[config.mk]
export PLATFORM = sky130hd
export DESIGN_NAME = sync_fifo_stream_reader
export DESIGN_NICKNAME = d
export VERILOG_FILES = /design/src/rtl/sync_fifo_stream_reader.sv
export SDC_FILE = /design/constraint.sdc
export NUM_CORES = 1
export LEC_CHECK = 0
export ABC_AREA = 1
export BUFFER_PORTS_ARGS = -buffer_cell sky130_fd_sc_hd__buf_2
export CORE_MARGIN = 10
export CORE_UTILIZATION = 55
export CTS_CLUSTER_DIAMETER = 200
export CTS_CLUSTER_SIZE = 30
export DETAILED_ROUTE_END_ITERATION = 12
export PLACE_DENSITY_LB_ADDON = 0.08
export SLEW_MARGIN = 5
export SYNTH_ARGS = -nofsm -noshare
export SYNTH_HDL_FRONTEND = slang
export SYNTH_SLANG_ARGS = --single-unit
[constraint.sdc]
create_clock -name i_clk -period 3.97 [get_ports i_clk]
set_clock_uncertainty 0.05 [all_clocks]
set_input_delay 0.794 -clock i_clk [delete_from_list [all_inputs] [get_ports i_clk]]
set_output_delay 0.794 -clock i_clk [all_outputs]
set_load 0.005 [all_outputs]
[src/rtl/sync_fifo_stream_reader.sv]
// Read-side engine for a standard-mode sync_fifo: issues rd_en on credit, absorbs the
// 1-cycle read latency in a 3-entry buffer and presents a valid/ready stream with framing.
module sync_fifo_stream_reader #(
    parameter int unsigned WIDTH = 32,
    parameter int unsigned LEN_W = 16
) (
    input  logic             i_clk,
    input  logic             i_rst_n,
    input  logic             i_flush,
    input  logic [LEN_W-1:0] i_frame_len,
    input  logic             i_fifo_empty,
    input  logic [WIDTH-1:0] i_fifo_dout,
    output logic             o_fifo_rd_en,
    output logic             o_m_valid,
    output logic [WIDTH-1:0] o_m_data,
    output logic             o_m_last,
    input  logic             i_m_ready,
    output logic [1:0]       o_buf_cnt
);

    localparam int unsigned DEPTH   = 3;
    localparam int unsigned PTR_W   = 2;
    localparam int unsigned CNT_W   = 2;
    localparam int unsigned CRED_W  = 3;

    logic [WIDTH-1:0] buf_q [DEPTH];
    logic [WIDTH-1:0] buf_d [DEPTH];
    logic [PTR_W-1:0] head_q, head_d;
    logic [PTR_W-1:0] tail_q, tail_d;
    logic [CNT_W-1:0] cnt_q, cnt_d;
    logic             inflight_q, inflight_d;
    logic [LEN_W-1:0] beat_cnt_q, beat_cnt_d;
    logic [LEN_W-1:0] len_q, len_d;

    logic [CRED_W-1:0] credit_used;
    logic              push;
    logic              pop;
    logic [LEN_W-1:0]  cur_len;

    function automatic logic [PTR_W-1:0] ptr_inc(input logic [PTR_W-1:0] p);
        return (p == PTR_W'(DEPTH - 1)) ? '0 : p + PTR_W'(1);
    endfunction

    // Credit counts words already buffered plus the one possibly returning from the FIFO
    assign credit_used  = CRED_W'(cnt_q) + CRED_W'(inflight_q);
    assign o_fifo_rd_en = i_rst_n & ~i_fifo_empty & ~i_flush & (credit_used < CRED_W'(DEPTH));

    assign push      = inflight_q & ~i_flush;
    assign o_m_valid = (cnt_q != '0);
    assign pop       = o_m_valid & i_m_ready;
    assign o_m_data  = buf_q[head_q];
    assign o_buf_cnt = cnt_q;

    // Frame length is sampled live only on the first beat, then held for the rest of the frame
    assign cur_len  = (beat_cnt_q == '0) ? i_frame_len : len_q;
    assign o_m_last = o_m_valid & (cur_len != '0) & (beat_cnt_q == cur_len - LEN_W'(1));

    // Next-state logic
    always_comb begin
        buf_d      = buf_q;
        head_d     = head_q;
        tail_d     = tail_q;
        cnt_d      = cnt_q;
        beat_cnt_d = beat_cnt_q;
        len_d      = len_q;
        inflight_d = o_fifo_rd_en;

        if (i_flush) begin
            head_d     = '0;
            tail_d     = '0;
            cnt_d      = '0;
            beat_cnt_d = '0;
        end else begin
            if (push) begin
                buf_d[tail_q] = i_fifo_dout;
                tail_d        = ptr_inc(tail_q);
            end
            if (pop) begin
                head_d = ptr_inc(head_q);
            end
            case ({push, pop})
                2'b10:   cnt_d = cnt_q + CNT_W'(1);
                2'b01:   cnt_d = cnt_q - CNT_W'(1);
                default: cnt_d = cnt_q;
            endcase
            if (pop) begin
                if (beat_cnt_q == '0) begin
                    len_d = i_frame_len;
                end
                beat_cnt_d = o_m_last ? '0 : beat_cnt_q + LEN_W'(1);
            end
        end
    end

    // State register
    always_ff @(posedge i_clk or negedge i_rst_n) begin
        if (!i_rst_n) begin
            for (int i = 0; i < int'(DEPTH); i++) begin
                buf_q[i] <= '0;
            end
            head_q     <= '0;
            tail_q     <= '0;
            cnt_q      <= '0;
            inflight_q <= 1'b0;
            beat_cnt_q <= '0;
            len_q      <= '0;
        end else begin
            for (int i = 0; i < int'(DEPTH); i++) begin
                buf_q[i] <= buf_d[i];
            end
            head_q     <= head_d;
            tail_q     <= tail_d;
            cnt_q      <= cnt_d;
            inflight_q <= inflight_d;
            beat_cnt_q <= beat_cnt_d;
            len_q      <= len_d;
        end
    end

    // The credit rule must never let a returning word land in a full buffer
    a_no_overflow: assert property (@(posedge i_clk) disable iff (!i_rst_n)
        !(push && (cnt_q == CNT_W'(DEPTH))));

endmodule

Word-level counts from Yosys, hierarchy flattened
Index checks and enable logic that the tools add are counted.
Widths: inputs -> output; s select.
{"block": "op_classes", "n_mul": 0, "reduce_logical": 9, "n_eq_ne": 5, "add_sub_neg": 7, "magnitude_cmp": 4, "bitwise": 11, "div": 0, "n_shift": 0, "mux": 18}
{"op": "$bwmux 96", "count": 1}
{"op": "$mux 32", "count": 3}
{"op": "$bmux 32 s2", "count": 1}
{"op": "$demux 32 s2", "count": 1}
{"op": "$mux 16", "count": 4}
{"op": "$add 16x1->16 const B", "count": 1}
{"op": "$eq 16x16->1", "count": 1}
{"op": "$logic_not 16->1", "count": 1}
{"op": "$reduce_bool 16->1", "count": 1}
{"op": "$sub 16x1->16 const B", "count": 1}
{"op": "$mux 2", "count": 7}
{"op": "$and 1x1->1", "count": 7}
{"op": "$add 2x1->2 const B", "count": 3}
{"op": "$eq 2x2->1 const B", "count": 3}
{"op": "$ge 3x3->1 const B", "count": 2}
{"op": "$not 2->3", "count": 2}
{"op": "$reduce_bool 2->1", "count": 3}
{"op": "$pmux 2 s2", "count": 1}
{"op": "$reduce_and 2->1", "count": 2}
{"op": "$add 2x1->3", "count": 1}
{"op": "$lt 3x1->1 const B", "count": 1}
{"op": "$lt 3x2->1 const B", "count": 1}
{"op": "$reduce_bool 3->1", "count": 1}
{"op": "$eq 2x1->1 const B", "count": 1}
{"op": "other kinds (3)", "count": 4}
{"block": "totals", "latch_bits": 0, "memories": 0, "input_bits": 53, "word_cells": 63, "mem_bits_ro": 0, "regBits": 135, "ram_bits": 0, "output_inout_bits": 37}

Depth between registers and ports, before layout
{"block": "logic_depth", "depth_word": 8, "depth_mapped": 24, "mapped_depth_nobuf": 22}

Worst setup path before layout
OpenSTA, ideal clock, no wires.
{"block": "synth_timing", "kind": "register -> output", "startpoint": "register beat_cnt_q[0]", "endpoint": "output port o_m_last", "arrival_ns": 2.633, "setup_slack_ns": 0.493, "path_stages_with_launch": 23, "n_path_buf": 2, "t_required_ns": 3.126, "cell_sequence": "dfrtp_1 > inv_1 > ha_1 > inv_1 > nor2_1 > nand2_1 > nor2_4 > nand2_2 > buf_6 > nand2_1 > nand2_2 > ha_1 > xnor2_1 > nor2_1 > nand3_1 > nor2_1 > nand2_1 > nor2_1 > nand3_1 > nor2_2 > nand3_4 > buf_6 > inv_1"}
{"block": "synth_via", "elab_chain_len": 5, "elab_cells_between_ends": 7, "cone_classes": "add/sub (1); eq/ne (1); mux (1); bitwise (2); reduce/logical (2)"}
{"element": "from (decl)", "line": "32", "rtl": "logic [LEN_W-1:0] beat_cnt_q, beat_cnt_d;"}
{"element": "from (signal assigned)", "line": "115", "rtl": "beat_cnt_q <= beat_cnt_d;"}
{"element": "$logic_not 16->1", "line": "55", "rtl": "assign cur_len = (beat_cnt_q == '0) ? i_frame_len : len_q;"}
{"element": "$mux 16"}
{"element": "$sub 16x1->16 / $reduce_bool 16->1 (equally long branches)", "line": "56", "rtl": "assign o_m_last = o_m_valid & (cur_len != '0) & (beat_cnt_q == cur_len - LEN_W'(1));"}
{"element": "$eq 16x16->1 / $and 1x1->1 (equally long branches)", "line": "56"}
{"element": "$and 1x1->1 *", "line": "56"}
{"element": "to (decl)", "line": "16", "rtl": "output logic o_m_last,"}
Mark *: on every way between the ends. The rest lies on a longest branch, timed or not.

Worst setup path after layout
{"block": "layout_timing", "startpoint": "register beat_cnt_q[1]", "endpoint": "output port o_m_last"}
Same word-level chain as after synthesis.

==> metrics.md <==
| Metric | Value |
|---|---|
| Max IR drop VDD | `0.000435 V` |
| Warnings, synthesis | `0` |
| Crit-path most repeated cell | `nand2_1` |
| Crit. End Element | `primary output` |
| Syn_area_per_cell | `7.45 µm²` |
| Nets@finish | `1135` |
| Area occupied by multi-input gates | `3490 µm²` |
| Global route overflow | `0` |
| CTS Root Cell | `clkbuf_16` |
| Number of flops mapped to enable cells by yosys | `0` |
| Power Total | `5.14 mW` |
| Initial Utilization | `0.561` |
| I/O Pins | `90` |
| Worst-margin pin slew | `0.758 ns` |
| Ys flop type | `dfrtp_1` |
| Crit path max-delay family | `simple AND/OR/NAND/NOR gates` |
| Seq/Total Area, Yosys | `0.456` |
| Synth unique cells | `36` |
| Synthesis-to-finish area growth | `17.0%` |
| Buffers on Ports | `89` |
| Fraction of layout cells with a size suffix above 1 | `0.202` |
| Clk slew on worst S/H paths | `0.06 ns` |
| CTS H-tree lvls | `4` |
| Net Count, Synth | `1052` |
| Setup CP Type | `flop to primary output` |
| Worst r2r path cells | `21` |
| Routed wire per std cell | `14.9 µm` |
| ANT cells | `0` |
| Core area | `13200 µm²` |
| CP Max Fanout | `10` |
| CP max stage delay | `0.40 ns` |
| Crit-path cells | `inv_2, ha_4, inv_2, nor2_1, nand2_1, nor2_4, buf_8, buf_4, nand3b_1, nand2_1, nand2_1, nor2_2, nand3b_1, nand2_1, nand3_1, nor2_2, nand3_4, inv_2, buf_6` |
| Total track usage | `0.207` |
| FILL cells | `1195` |
| Post-Syn Area | `7400 µm²` |
| Drt drc | `0` |
| Fmax | `0.263 GHz` |
| Hold Crit Class | `input port to asynchronous set/reset pin` |
| RSZ-0062 raised after global routing | `true` |
| Initial antenna violation count | `0` |
| Final Hold Viols | `0` |
| Initial drt markers | `457` |
| Rows | `42` |
| Max-Cap Viols | `0` |
| Period utilization | `0.957` |
| CP max stage cell | `dfrtp_1` |
| CTS tree | `yes` |
| Most frequent cells in the layout | `nand2_1, dfrtp_1, o21ai_0` |
| Leakage | `4.45 nW` |
| Via count | `6644` |
| DIE AREA | `18500 µm²` |
| Vias in the first global route | `6357` |
| Crit path depth | `19` |
| Drt pass-1 iters | `5` |
| Post-Synthesis Cells | `994` |
| Number of clock sinks | `135` |
| Crit path buf inv count | `6` |
| #FFs+latches synth | `135` |
| Final worst slack | `0.172 ns` |
| Commonest non-fill, non-tap cell in the layout | `nand2_1` |
| Max Slew Vio Count | `0` |
| Post-DP HPWL | `12400 µm` |
| Reg area | `3380 µm²` |
| Placement Setup Slack | `0.372 ns` |
| Largest net degree at the start of global routing | `66` |
| Clock Latency Late Sink | `0.42 ns` |
| Final setup vio count | `0` |
| Nature of the critical path startpoint | `flop` |
| Worst EP required | `3.13 ns` |
| Status | `finished clean` |
| Longest Clk Path Bufs | `2` |
| Async set or reset register ratio after synthesis | `1.00` |
| Slew margin rel. | `0.495` |
| Gpl congestion | `0.940` |
| First-pass GRT wire length | `31300 µm` |
| Overall routed net length | `18900 µm` |
| Die outline width | `136 µm` |
| Worst EP arrival | `2.95 ns` |
| Chip height | `136 µm` |
| CTS buffer count | `17` |
| PwrDens | `594 nW/µm²` |
| Routed vias/inst | `5.25` |
| Minimum clock period | `3.80 ns` |
| Final ANT Viol Nets | `0` |
registers in the layout (all words and copies together), names as in the netlist:
name        count
buf_q          96
beat_cnt_q     16
len_q          16
head_q          2
o_buf_cnt       2
tail_q          2
inflight_q      1
metrics by stage:
stage	hold WS, ns	area [µm²]	setup TNS, ns	std cells	utilization
floorplan	0.399	7400	0	994	-
global placement	0.416	7960	0	1225	0.603
detailed placement	0.423	7960	0	1225	0.603
CTS	0.209	8530	0	1259	0.647
global route	0.215	8660	-0.0503	1266	0.657
finish	0.204	8660	0	1266	0.657
Yosys cell counts (9+ instances only):
master,n,area share
nand3b_1,11,0.011
nand3_1,104,0.070
nand2_1,333,0.17
nor2_4,12,0.018
nand2_2,26,0.022
a21oi_1,13,0.0088
inv_1,89,0.045
dfrtp_1,135,0.46
clkbuf_1,37,0.019
buf_6,9,0.014
nor2_1,45,0.023
o21ai_0,120,0.081
layer usage:
layer	wire [µm]	global-route usage	vias up	share of wire
li1	-	-	3335	-
met1	8610	0.264	3118	0.46
met2	9060	0.338	161	0.48
met3	827	0.0517	30	0.044
met4	373	0.0651	0	0.020
met5	0	0	-	0
layout make-up:
| class | instances | share of cell area |
|---|---|---|
| Clock buffer | 18 | 0.0496 |
| Sequential cell | 135 | 0.391 |
| Multi-Input combinational cell | 716 | 0.403 |
| Inverter | 92 | 0.0399 |
| Tap cell | 176 | 0.0254 |
| Clock inverter | 14 | 0.0143 |
| Timing Repair Buffer | 115 | 0.0767 |
final timing paths:
check / from / endpoint / slack, ns
setup reg to reg: beat_cnt_q[1]$_DFFE_PN0P_ / beat_cnt_q[1]$_DFFE_PN0P_ / 0.93
min in group i_clk: buf_q[36]$_DFFE_PN0P_ / buf_q[36]$_DFFE_PN0P_ / 0.43
setup / recovery: beat_cnt_q[1]$_DFFE_PN0P_ / o_m_last / 0.17
max in group asynchronous: i_rst_n / beat_cnt_q[5]$_DFFE_PN0P_ / 2.56
hold / removal: i_rst_n / inflight_q$_DFF_PN0_ / 0.20
hold reg to reg: buf_q[36]$_DFFE_PN0P_ / buf_q[36]$_DFFE_PN0P_ / 0.43
worst register-to-register path, stage by stage, from the launching register on:
cell      delay (ns)
dfrtp_1         0.40
inv_2           0.08
ha_4            0.13
inv_2           0.03
nor2_1          0.08
nand2_1         0.09
nor2_4          0.16
buf_8           0.12
buf_4           0.16
nand3b_1        0.09
nand2_1         0.19
nand2_1         0.15
nor2_2          0.18
nand3b_1        0.10
nand2_1         0.10
nand3_1         0.09
nor2_2          0.16
nand3_4         0.09
buf_4           0.14
buf_4           0.20
nand2_1         0.09
nand2_1         0.05
power breakdown:
group          internal [mW]  switching [mW]  total [mW]  leakage (nW)
registers               1.67           0.177        1.85          1.79
logic                  0.703            1.13        1.83          2.39
clock network          0.863           0.603        1.47         0.275
repair_timing:
action | 4_1_cts | 5_1_grt
setup buffers | 2 | 7
pin swaps | 1 | 14
hold buffers | 0 | 0
gates resized for setup | 1 | 22
endpoints found under the hold margin | 0 | 0
setup endpoints to repair | 1 | 1
logic make-up after synthesis:
group / Yosys count / share of synthesized area
xor+xnor: 9 / 0.0106
simple gates: 561 / 0.344
compound gates: 141 / 0.0980
buf+inv: 143 / 0.0828
fa+ha+maj: 5 / 0.00845
flops: 135 / 0.456
(Power assumes the default switching activity.)
